### src/rtl/bcd_stream_divis_checker_pkg.sv
// Shared types and constants for the serial BCD divisibility checker.
// Imported by the checker top and its remainder step.
package bcd_stream_divis_checker_pkg;

    typedef enum logic [1:0] {
        ST_IDLE  = 2'd0,
        ST_ACCUM = 2'd1,
        ST_DONE  = 2'd2
    } state_t;

    localparam int BCD_MAX_DIGIT = 9;
    localparam int REM_CALC_W    = 8;

    // True when the (divisor, max digits, count width) triple is usable.
    function automatic bit params_ok(int divisor, int max_digits, int cnt_w);
        return (divisor >= 2) && (divisor <= 15) &&
               (max_digits >= 1) && (max_digits <= 255) &&
               (cnt_w < 31) && ((1 << cnt_w) > max_digits);
    endfunction

endpackage

### src/rtl/bcd_stream_divis_checker_mod_step.sv
// One MSD-first remainder step: (rem*10 + digit) mod DIVISOR.
// Non-BCD digits still feed the sum; they are only flagged.
module bcd_stream_divis_checker_mod_step
    import bcd_stream_divis_checker_pkg::*;
#(
    parameter int DIVISOR = 3
) (
    input  logic [3:0] rem_in,
    input  logic [3:0] digit,
    output logic [3:0] rem_out,
    output logic       is_bad
);
    localparam logic [REM_CALC_W-1:0] DIV = REM_CALC_W'(DIVISOR);
    localparam logic [REM_CALC_W-1:0] TEN = REM_CALC_W'(10);

    logic [REM_CALC_W-1:0] sum;
    logic [REM_CALC_W-1:0] md;

    // Worst case 14*10+15 = 155 fits in eight bits.
    always_comb begin
        sum     = REM_CALC_W'(rem_in) * TEN + REM_CALC_W'(digit);
        md      = sum % DIV;
        rem_out = md[3:0];
        is_bad  = digit > 4'(BCD_MAX_DIGIT);
    end
endmodule

### config.mk
export PLATFORM = sky130hd
export DESIGN_NAME = bcd_stream_divis_checker_mod_step
export DESIGN_NICKNAME = d
export VERILOG_FILES = /design/src/rtl/bcd_stream_divis_checker_pkg.sv /design/src/rtl/bcd_stream_divis_checker_mod_step.sv
export SDC_FILE = /design/constraint.sdc
export NUM_CORES = 1
export LEC_CHECK = 0
export ABC_AREA = 1
export ABC_CLOCK_PERIOD_IN_PS = 10530
export CORE_UTILIZATION = 45
export DETAILED_ROUTE_END_ITERATION = 7
export PLACE_DENSITY_LB_ADDON = 0.25
export SYNTH_ARGS = -nofsm -noshare
export SYNTH_HDL_FRONTEND = slang
export SYNTH_SLANG_ARGS = --single-unit
### constraint.sdc
create_clock -name vclk -period 10.53
set_clock_uncertainty 0.05 [all_clocks]
set_input_delay 3.159 -clock vclk [all_inputs]
set_output_delay 3.159 -clock vclk [all_outputs]
set_load 0.01 [all_outputs]
=== After elaboration in Yosys (flattened, before gate mapping) ===
Index checks and enable logic that the tools add are counted.
W data, S select, Z words.

* Div/mod/pow operators: 1
* Multipliers: 1
* Add/subtract/negate cells: 1
* $lt $le $gt $ge: 1

{| class="wikitable"
|+ Operator list
! cell !! number
|-
| $add A8 B4 Y8 || 1
|-
| $mod A8 B2 Y8 const B || 1
|-
| $mul A4 B3 Y7 const B || 1
|-
| $gt A4 B4 Y1 const B || 1
|}

* Bits in registers: 0
* Output and inout port bits: 5

=== Longest topological paths before layout ===
Gate-level depths: netlist of the first run.

* Depth in word-level cells: 3
* Depth in mapped cells: 33

=== Least setup slack after synthesis of the first run ===
Ideal clock, no wire load.

* Kind: in2out
* From: input port rem_in[1]
* To: output port rem_out[2]
* Cell stages on the path: 30
* Buffers on the path: 0
* Slack: 0.777 ns
* Data arrival time: 6.544 ns
* Required time: 7.321 ns
* Path through: ha_1 > ha_1 > inv_1 > fa_1 > nor2_4 > nand2_2 > nor2_4 > nand2_1 > nand2_2 > nand3_2 > nand2_2 > nand2_4 > nand2_2 > nand2_2 > nand2_2 > nand2_2 > nand2_1 > nand2_1 > nand2_1 > inv_1 > ha_1 > inv_1 > nand3_2 > nand2_1 > and2_1 > ha_1 > inv_1 > nand2_4 > nor2_4 > a21oi_1

* Word-level cells in the longest chain between the ends: 3

{| class="wikitable"
|+ RTL lines
! element !! RTL line !! source
|-
| from (decl) || bcd_stream_divis_checker_mod_step.sv:8 || <nowiki>input logic [3:0] rem_in,</nowiki>
|-
| $mul A4 B3 Y7 || bcd_stream_divis_checker_mod_step.sv:21 || <nowiki>sum = REM_CALC_W'(rem_in) * TEN + REM_CALC_W'(digit);</nowiki>
|-
| $add A8 B4 Y8 || bcd_stream_divis_checker_mod_step.sv:21 ||
|-
| $mod A8 B2 Y8 || bcd_stream_divis_checker_mod_step.sv:22 || <nowiki>md = sum % DIV;</nowiki>
|-
| to (decl) || bcd_stream_divis_checker_mod_step.sv:10 || <nowiki>output logic [3:0] rem_out,</nowiki>
|}

Every way passes these cells.

=== Worst setup path after layout of the first run ===
* From: input port rem_in[3]
* To: output port rem_out[0]

The elaborated chain is that of the path after synthesis.

==> results of run 1 <==
==> final timing paths <==
kind / from / endpoint
max: rem_in[3] / rem_out[0]
min: rem_in[0] / rem_out[3]
==> what timing repair did <==
item | 4_1_cts | 5_1_grt
endpoints found under the setup margin | 4 | 4
buffers inserted | 1 | 2
endpoints found under the hold margin | 0 | 0
resized for setup | 11 | 26
pin swaps | 2 | 11
==> placed cells by master (no fill, tap or decap) <==
cell | synthesis | layout
nand3_4 | 0 | 1
inv_2 | 4 | 7
o21a_1 | 1 | 1
inv_1 | 17 | 14
nand4_2 | 1 | 1
nand3_1 | 19 | 13
o21ai_4 | 0 | 1
o21ai_1 | 2 | 2
nand3_2 | 3 | 8
ha_4 | 0 | 1
nor2_2 | 0 | 1
nand2_4 | 3 | 4
ha_2 | 0 | 3
nand2_1 | 45 | 43
ha_1 | 9 | 5
fa_1 | 2 | 2
clkbuf_2 | 0 | 2
clkdlybuf4s15_2 | 0 | 2
clkdlybuf4s50_1 | 0 | 5
nor2_4 | 3 | 3
xor2_1 | 2 | 2
nand2_2 | 13 | 14
buf_4 | 0 | 20
a21oi_1 | 2 | 2
and2_4 | 0 | 1
nand4_1 | 3 | 3
nand3b_1 | 1 | 1
dlymetal6s2s_1 | 0 | 4
nor2_1 | 3 | 2
==> layer usage <==
| layer | global-route usage (%) | up-vias |
|---|---|---|
| met4 | 7.50 | 0 |
| met1 | 25.2 | 427 |
| met2 | 40.9 | 22 |
| met3 | 0.833 | 4 |
| li1 | - | 502 |
| met5 | 0 | - |
==> metrics by stage <==
stage	std cells	total power (uW)	utilization [%]	setup slack, ns	setup TNS (ns)
finish	184	262	74.9	0.377	0
global route	184	284	74.9	0.117	0
CTS	182	236	69.1	0.00379	0
detailed placement	181	240	68.1	-0.346	-1.26
global placement	181	232	68.1	-0.258	-0.862
floorplan	135	149	-	0.777	0
==> worst max-delay path, delay by kind of cell <==
| kind | cells | cell delay (ns) |
|---|---|---|
| buffers and inverters | 6 | 0.58 |
| and+or+nand+nor | 23 | 1.90 |
| adders and majority gates | 5 | 1.28 |
==> power groups by stage <==
stage	clock network (uW)	registers, uW	logic [uW]
3_5_place_dp	0	0	240
3_3_place_gp	0	0	232
6_report	0	0	262
4_1_cts	0	0	236
2_1_floorplan	0	0	149
5_1_grt	0	0	284
==> area by class of cell <==
type | instances | area share, %
Tap cell | 16 | 1.71
Multi-Input combinational cell | 114 | 67.3
Timing Repair Buffer | 33 | 24.2
Inverter | 21 | 6.75
==> logic make-up (layout without fill, tap and decap cells) <==
logic type	Yosys count	after routing	share of synthesized area [%]
AOI/OAI and AO/OA	6	6	4.63
adders and majority gates	11	11	19.5
buffers and inverters	21	54	10.0
xor gates and xnor gates	2	2	2.23
and+or+nand+nor	95	95	63.6
==> results.json, run 1 <==
{
  "status": "finished clean",
  "met2_length_um": 1130,
  "hold_viol_final": 0,
  "multiInputGateArea_um2": 786,
  "drv_cap": 0,
  "timing.final.crit_period_ns": 10.15,
  "internal_power_uw": 116,
  "drt-total-wl_um": 2120,
  "drive_gt1_share_pct": 41.1,
  "worst_pin_slew_ns": 0.380,
  "yosysWarnings": 0,
  "peakVddDrop_v": 0.000205,
  "fin_area_um2": 1170,
  "synth_area_per_cell_um2": 5.81,
  "clkbuf_count": 0,
  "viasPerCell": 5.19,
  "slew_headroom_pct": 74.6,
  "design.seq.count": 0,
  "drtIter0Drc": 26,
  "antennaDiodeCount": 0,
  "synth_commonest_cells": "nand2_1 (45), nand3_1 (19), inv_1 (17)",
  "synthCells": 135,
  "yosys.cell_count.top_type": "nand2_1",
  "fillers": 119,
  "synth_fp_nets": 154,
  "crit_fanout": 6,
  "route.antenna.remaining_nets": 0,
  "switching_share_pct": 55.8,
  "setup_viol": 0,
  "max_freq_ghz": 0.0985,
  "die_w_um": 43.8,
  "worstPathArrival_ns": 6.94,
  "powerDensity_nw_per_um2": 225,
  "crit_type": "primary input to primary output",
  "seq_power_share_pct": 0,
  "area_growth_pct": 48.8,
  "dpl_cell_area_um2": 1060,
  "cp.required_ns": 7.32,
  "drv_slew": 0,
  "ys_top_cells_by_area": "nand2_1 (22%), ha_1 (14%), nand3_1 (12%), nand2_2 (10%), inv_1 (8.1%)",
  "gp_congestion": 0.816,
  "top_layer": "met4",
  "seqCellArea_um2": 0,
  "p_sw_uw": 146,
  "start_util_pct": 50.3,
  "num_rows": 14,
  "rsz0062_at_grt": "false",
  "synth_top_area_share_pct": 21.5,
  "ios": 13,
  "overflow": 0,
  "synth-seq-area-share_pct": 0,
  "slowest_stage": "fa_1",
  "grt_pass1_wl_um": 3300,
  "drt_first_pass_iters": 4,
  "pwr-share-comb_pct": 100.0,
  "grtUsageTotal_pct": 21.5,
  "min_delay_path_depth": 9,
  "grt_pass1_vias": 899,
  "cp-end-kind": "primary output",
  "syn_area_um2": 785,
  "core_um2": 1560,
  "synth_top_cell_by_area": "nand2_1",
  "cts_hold_buf": 0,
  "antenna_found_initial": 0,
  "clkPwrFrac_pct": 0,
  "hold_class": "primary input to primary output",
  "dieArea_um2": 1910,
  "avgRoutedWirePerCell_um": 11.5,
  "vias": 955,
  "p_leak_uw": 0.000665,
  "critPathMostFrequentCell": "nand2_1",
  "cpPeakStageDelay_ns": 0.46,
  "grt_max_degree": 7,
  "dp_hpwl_um": 1620,
  "wl_met1_um": 906,
  "fin_crit_sh_pct": 96.4,
  "netlist-cell-type-count": 20,
  "wl_met3_um": 61,
  "hold_slack_ns": 7.13,
  "die_h_um": 43.8,
  "drc": 0,
  "nets": 189,
  "start_kind": "primary input",
  "portBuffers": 13
}
Power figures use the tool's default switching activity.
==> run 2: changes to the inputs <==
--- a/config.mk
+++ b/config.mk
@@ -9,7 +9,7 @@
 export ABC_CLOCK_PERIOD_IN_PS = 10530
 export CORE_UTILIZATION = 45
 export DETAILED_ROUTE_END_ITERATION = 7
-export PLACE_DENSITY_LB_ADDON = 0.25
+export PLACE_DENSITY = 0.69
 export SYNTH_ARGS = -nofsm -noshare
 export SYNTH_HDL_FRONTEND = slang
 export SYNTH_SLANG_ARGS = --single-unit
==> results.json, run 2 (synthesis gave the netlist of run 1 again) <==
{
  "gp_congestion": 0.821,
  "drc": 0,
  "grt_max_degree": 7,
  "top_layer": "met3",
  "fillers": 133,
  "status": "finished clean",
  "drtIter0Drc": 10,
  "nets": 188,
  "p_sw_uw": 137,
  "wl_met1_um": 888,
  "drt-total-wl_um": 1850,
  "seqCellArea_um2": 0,
  "antennaDiodeCount": 0,
  "slew_headroom_pct": 72.4,
  "start_kind": "primary input",
  "holdPathEnd": "rem_out[0]",
  "cp-end-kind": "primary output",
  "hold_slack_ns": 7.09,
  "hp-start": "digit[0]",
  "hold_class": "primary input to primary output",
  "p_leak_uw": 0.000635,
  "met2_length_um": 911,
  "critPathMostFrequentCell": "nand2_2",
  "peakVddDrop_v": 0.000186,
  "critical_path_buf_inv_count": 6,
  "powerDensity_nw_per_um2": 217,
  "die_h_um": 43.8,
  "fin_crit_sh_pct": 97.2,
  "finalSetupTns_ns": 0,
  "cp.required_ns": 7.32,
  "core_um2": 1560,
  "slowest_stage": "clkdlybuf4s50_1",
  "internal_power_uw": 110,
  "min_delay_path_depth": 4,
  "drv_cap": 0,
  "final_common_cell": "nand2_1",
  "wl_met3_um": 47,
  "vias": 925,
  "worst_pin_slew_ns": 0.413,
  "antenna_found_initial": 0,
  "drt_first_pass_iters": 4,
  "viasPerCell": 5.05,
  "crit_type": "primary input to primary output",
  "num_rows": 14,
  "seq_power_share_pct": 0,
  "crit_fanout": 6,
  "grt_pass1_vias": 831,
  "dp_hpwl_um": 1530,
  "drive_gt1_share_pct": 40.7,
  "max_freq_ghz": 0.0977,
  "portBuffers": 13,
  "worstPathArrival_ns": 7.03,
  "route.antenna.remaining_nets": 0,
  "setup_viol": 0,
  "cpPeakStageDelay_ns": 0.48,
  "pwr-share-comb_pct": 100.0,
  "switching_share_pct": 55.4,
  "hold_viol_final": 0,
  "design.seq.count": 0,
  "dieArea_um2": 1910,
  "timing.final.crit_period_ns": 10.24,
  "grt_pass1_wl_um": 3170,
  "mostFrequentLayoutCells": "nand2_1 (41), buf_4 (19), nand2_2 (16), nand3_1 (15), inv_1 (14)",
  "area_growth_pct": 45.0,
  "ios": 13,
  "start_util_pct": 50.3,
  "crit_family": "simple AND/OR/NAND/NOR gates",
  "multiInputGateArea_um2": 783,
  "avgRoutedWirePerCell_um": 10.1,
  "drv_slew": 0,
  "die_w_um": 43.8,
  "clkPwrFrac_pct": 0,
  "overflow": 0,
  "clkbuf_count": 0,
  "grtUsageTotal_pct": 20.6
}
## run 2: changes by cell type in the layout (fill, tap and decap cells not counted), sizes merged
cell and delta:
dlymetal6s2s -3, clkdlybuf4s50 +3, clkdlybuf4s15 -2, clkbuf +1
## run 2: metrics by stage
| step | setup WS (ns) | total power [uW] | util [%] | instances | cell area [um^2] |
|---|---|---|---|---|---|
| after floorplan | 0.777 | 149 | - | 135 | 785 |
| after global placement | -0.289 | 231 | 67.7 | 180 | 1050 |
| after detailed placement | -0.412 | 236 | 67.7 | 180 | 1050 |
| after CTS | 0.00426 | 231 | 68.3 | 181 | 1060 |
| after global routing | -0.0158 | 275 | 73.0 | 183 | 1140 |
| final | 0.290 | 247 | 73.0 | 183 | 1140 |
## run 2: how the worst max path moves through the flow
| stage | from | to | cells after the start |
|---|---|---|---|
| final | rem_in[1] | rem_out[0] | 32 |
| after global routing | rem_in[1] | rem_out[0] | 32 |
| after CTS | rem_in[1] | rem_out[3] | 31 |
| after detailed placement | rem_in[1] | rem_out[0] | 32 |
| after global placement | rem_in[1] | rem_out[0] | 32 |
| after floorplan | rem_in[1] | rem_out[2] | 30 |
## run 2: worst min-delay path: cells and delay by family
| kind | cells | cell delay [ns] |
|---|---|---|
| buffers and inverters | 2 | 0.66 |
| AND/OR/NAND/NOR | 2 | 0.16 |
## run 2: cell type report
class	count	share of cell area, %
Inverter	21	6.93
Multi-Input combinational cell	114	68.9
Timing Repair Buffer	32	22.4
Tap cell	16	1.76
## run 2: layer usage
metal,global-route usage [%],vias up
li1,-,498
met1,28.0,413
met2,38.2,14
met3,0.417,0
met4,0,0
met5,0,-
## run 2: power groups by stage
stage | clock network [uW] | logic [uW] | registers, uW
floorplan | 0 | 149 | 0
global placement | 0 | 231 | 0
detailed placement | 0 | 236 | 0
CTS | 0 | 231 | 0
global route | 0 | 275 | 0
finish | 0 | 247 | 0
## run 2: what timing repair did
| item | 4_1_cts | 5_1_grt |
|---|---|---|
| setup buffers | 1 | 2 |
| pin swaps | 3 | 10 |
| gates resized for setup | 10 | 25 |
| hold buffers | 0 | 0 |
| setup endpoints to repair | 4 | 4 |
==> run 3: changes to the inputs <==
--- a/config.mk
+++ b/config.mk
@@ -6,7 +6,7 @@
 export NUM_CORES = 1
 export LEC_CHECK = 0
 export ABC_AREA = 1
-export ABC_CLOCK_PERIOD_IN_PS = 10530
+export ABC_CLOCK_PERIOD_IN_PS = 13100
 export CORE_UTILIZATION = 45
 export DETAILED_ROUTE_END_ITERATION = 7
 export PLACE_DENSITY = 0.69
==> constraint.sdc (replaced) <==
create_clock -name vclk -period 13.1
set_clock_uncertainty 0.05 [all_clocks]
set_input_delay 3.93 -clock vclk [all_inputs]
set_output_delay 3.93 -clock vclk [all_outputs]
set_load 0.01 [all_outputs]
==> results.json, run 3 (synthesis gave the netlist of run 1 again) <==
{
  "dp_hpwl_um": 1340,
  "num_rows": 14,
  "setup_viol": 0,
  "critical_path_buf_inv_count": 6,
  "internal_power_uw": 70.6,
  "grtUsageTotal_pct": 18.1,
  "fillers": 167,
  "grt_pass1_vias": 710,
  "overflow": 0,
  "p_sw_uw": 95.2,
  "crit_family": "simple AND/OR/NAND/NOR gates",
  "drv_slew": 0,
  "switching_share_pct": 57.4,
  "peakVddDrop_v": 0.000160,
  "fin_area_um2": 937,
  "post_cts_resized": 0,
  "slowest_stage": "clkdlybuf4s50_1",
  "slew_headroom_pct": 79.5,
  "holdPathEnd": "is_bad",
  "dpl_cell_area_um2": 935,
  "hold_viol_final": 0,
  "grt_util_met2_pct": 28.1,
  "drt-total-wl_um": 1500,
  "start_kind": "primary input",
  "cp-end-kind": "primary output",
  "nets": 169,
  "antennaDiodeCount": 0,
  "p_leak_uw": 0.000531,
  "postCtsSetupRepairBufs": 0,
  "hold_class": "primary input to primary output",
  "top_usage_layer": "met1",
  "viasPerCell": 5.04,
  "avgRoutedWirePerCell_um": 9.16,
  "dieArea_um2": 1910,
  "cts_hold_buf": 0,
  "crit_fanout": 6,
  "grt_use_met3_pct": 0,
  "die_h_um": 43.8,
  "cpPeakStageDelay_ns": 0.54,
  "worstPathArrival_ns": 8.62,
  "cp.required_ns": 9.12,
  "antenna_found_initial": 0,
  "powerDensity_nw_per_um2": 177,
  "drc": 0,
  "gp_congestion": 0.861,
  "core_um2": 1560,
  "start_util_pct": 50.3,
  "ios": 13,
  "route.antenna.remaining_nets": 0,
  "clkbuf_count": 0,
  "timing.final.crit_period_ns": 12.60,
  "fin_crit_sh_pct": 96.2,
  "drv_cap": 0,
  "pwr-share-comb_pct": 100.0,
  "rsz0062_at_grt": "false",
  "post-place-ws_ns": 0.493,
  "final_util_pct": 60.1,
  "die_w_um": 43.8,
  "min_delay_path_depth": 3,
  "finalSetupTns_ns": 0,
  "seqCellArea_um2": 0,
  "design.seq.count": 0,
  "grt_max_degree": 7,
  "area_growth_pct": 19.5,
  "drtIter0Drc": 12,
  "final_common_cell": "nand2_1",
  "worst_slack_ns": 0.504,
  "drt_first_pass_iters": 4,
  "mostFrequentLayoutCells": "nand2_1 (45), nand3_1 (19), inv_1 (17), nand2_2 (13), clkdlybuf4s50_1 (12)",
  "grtUsageMet1_pct": 29.5,
  "portBuffers": 13,
  "worst_pin_slew_ns": 0.306,
  "seq_power_share_pct": 0,
  "hp-start": "digit[3]",
  "drive_gt1_share_pct": 18.9,
  "crit_type": "primary input to primary output",
  "max_freq_ghz": 0.0794,
  "hold_slack_ns": 8.81,
  "vias": 826,
  "status": "finished clean",
  "grt_pass1_wl_um": 2820,
  "critPathMostFrequentCell": "nand2_2",
  "clkPwrFrac_pct": 0
}
-- run 3: cell count changes in the layout (fill, tap and decap cells not counted), sizes merged --
cell / previous run / this run
clkdlybuf4s50: 8 / 12
buf: 20 / 0
clkbuf: 3 / 0
-- run 3: cell type report --
class | instances | area, um^2 | area share, %
Inverter | 21 | 78.8 | 8.41
Multi-Input combinational cell | 114 | 706 | 75.3
Tap cell | 16 | 20.0 | 2.14
Timing Repair Buffer | 13 | 133 | 14.2
-- run 3: through the flow --
stage,std cells,total power (uW)
after floorplan,135,119
after global placement,164,164
after detailed placement,164,166
after CTS,164,167
after global routing,164,187
final,164,166
-- run 3: worst max path at each step --
stage,startpoint,endpoint,slack [ns],depth (start not counted)
finish,rem_in[1],rem_out[2],0.50,32
CTS,rem_in[3],rem_out[2],0.48,32
floorplan,rem_in[1],rem_out[2],1.80,30
detailed placement,rem_in[3],rem_out[2],0.49,32
global placement,rem_in[3],rem_out[2],0.54,32
global route,rem_in[1],rem_out[2],0.02,32
-- run 3: routing by layer --
metal,up-vias,wire (um)
li1,459,-
met2,12,620
met1,355,841
met4,0,0
met3,0,41
met5,-,0
-- run 3: power groups by stage --
stage | registers, uW | logic (uW) | clock network, uW
final | 0 | 166 | 0
after global routing | 0 | 187 | 0
after CTS | 0 | 167 | 0
after detailed placement | 0 | 166 | 0
after global placement | 0 | 164 | 0
after floorplan | 0 | 119 | 0
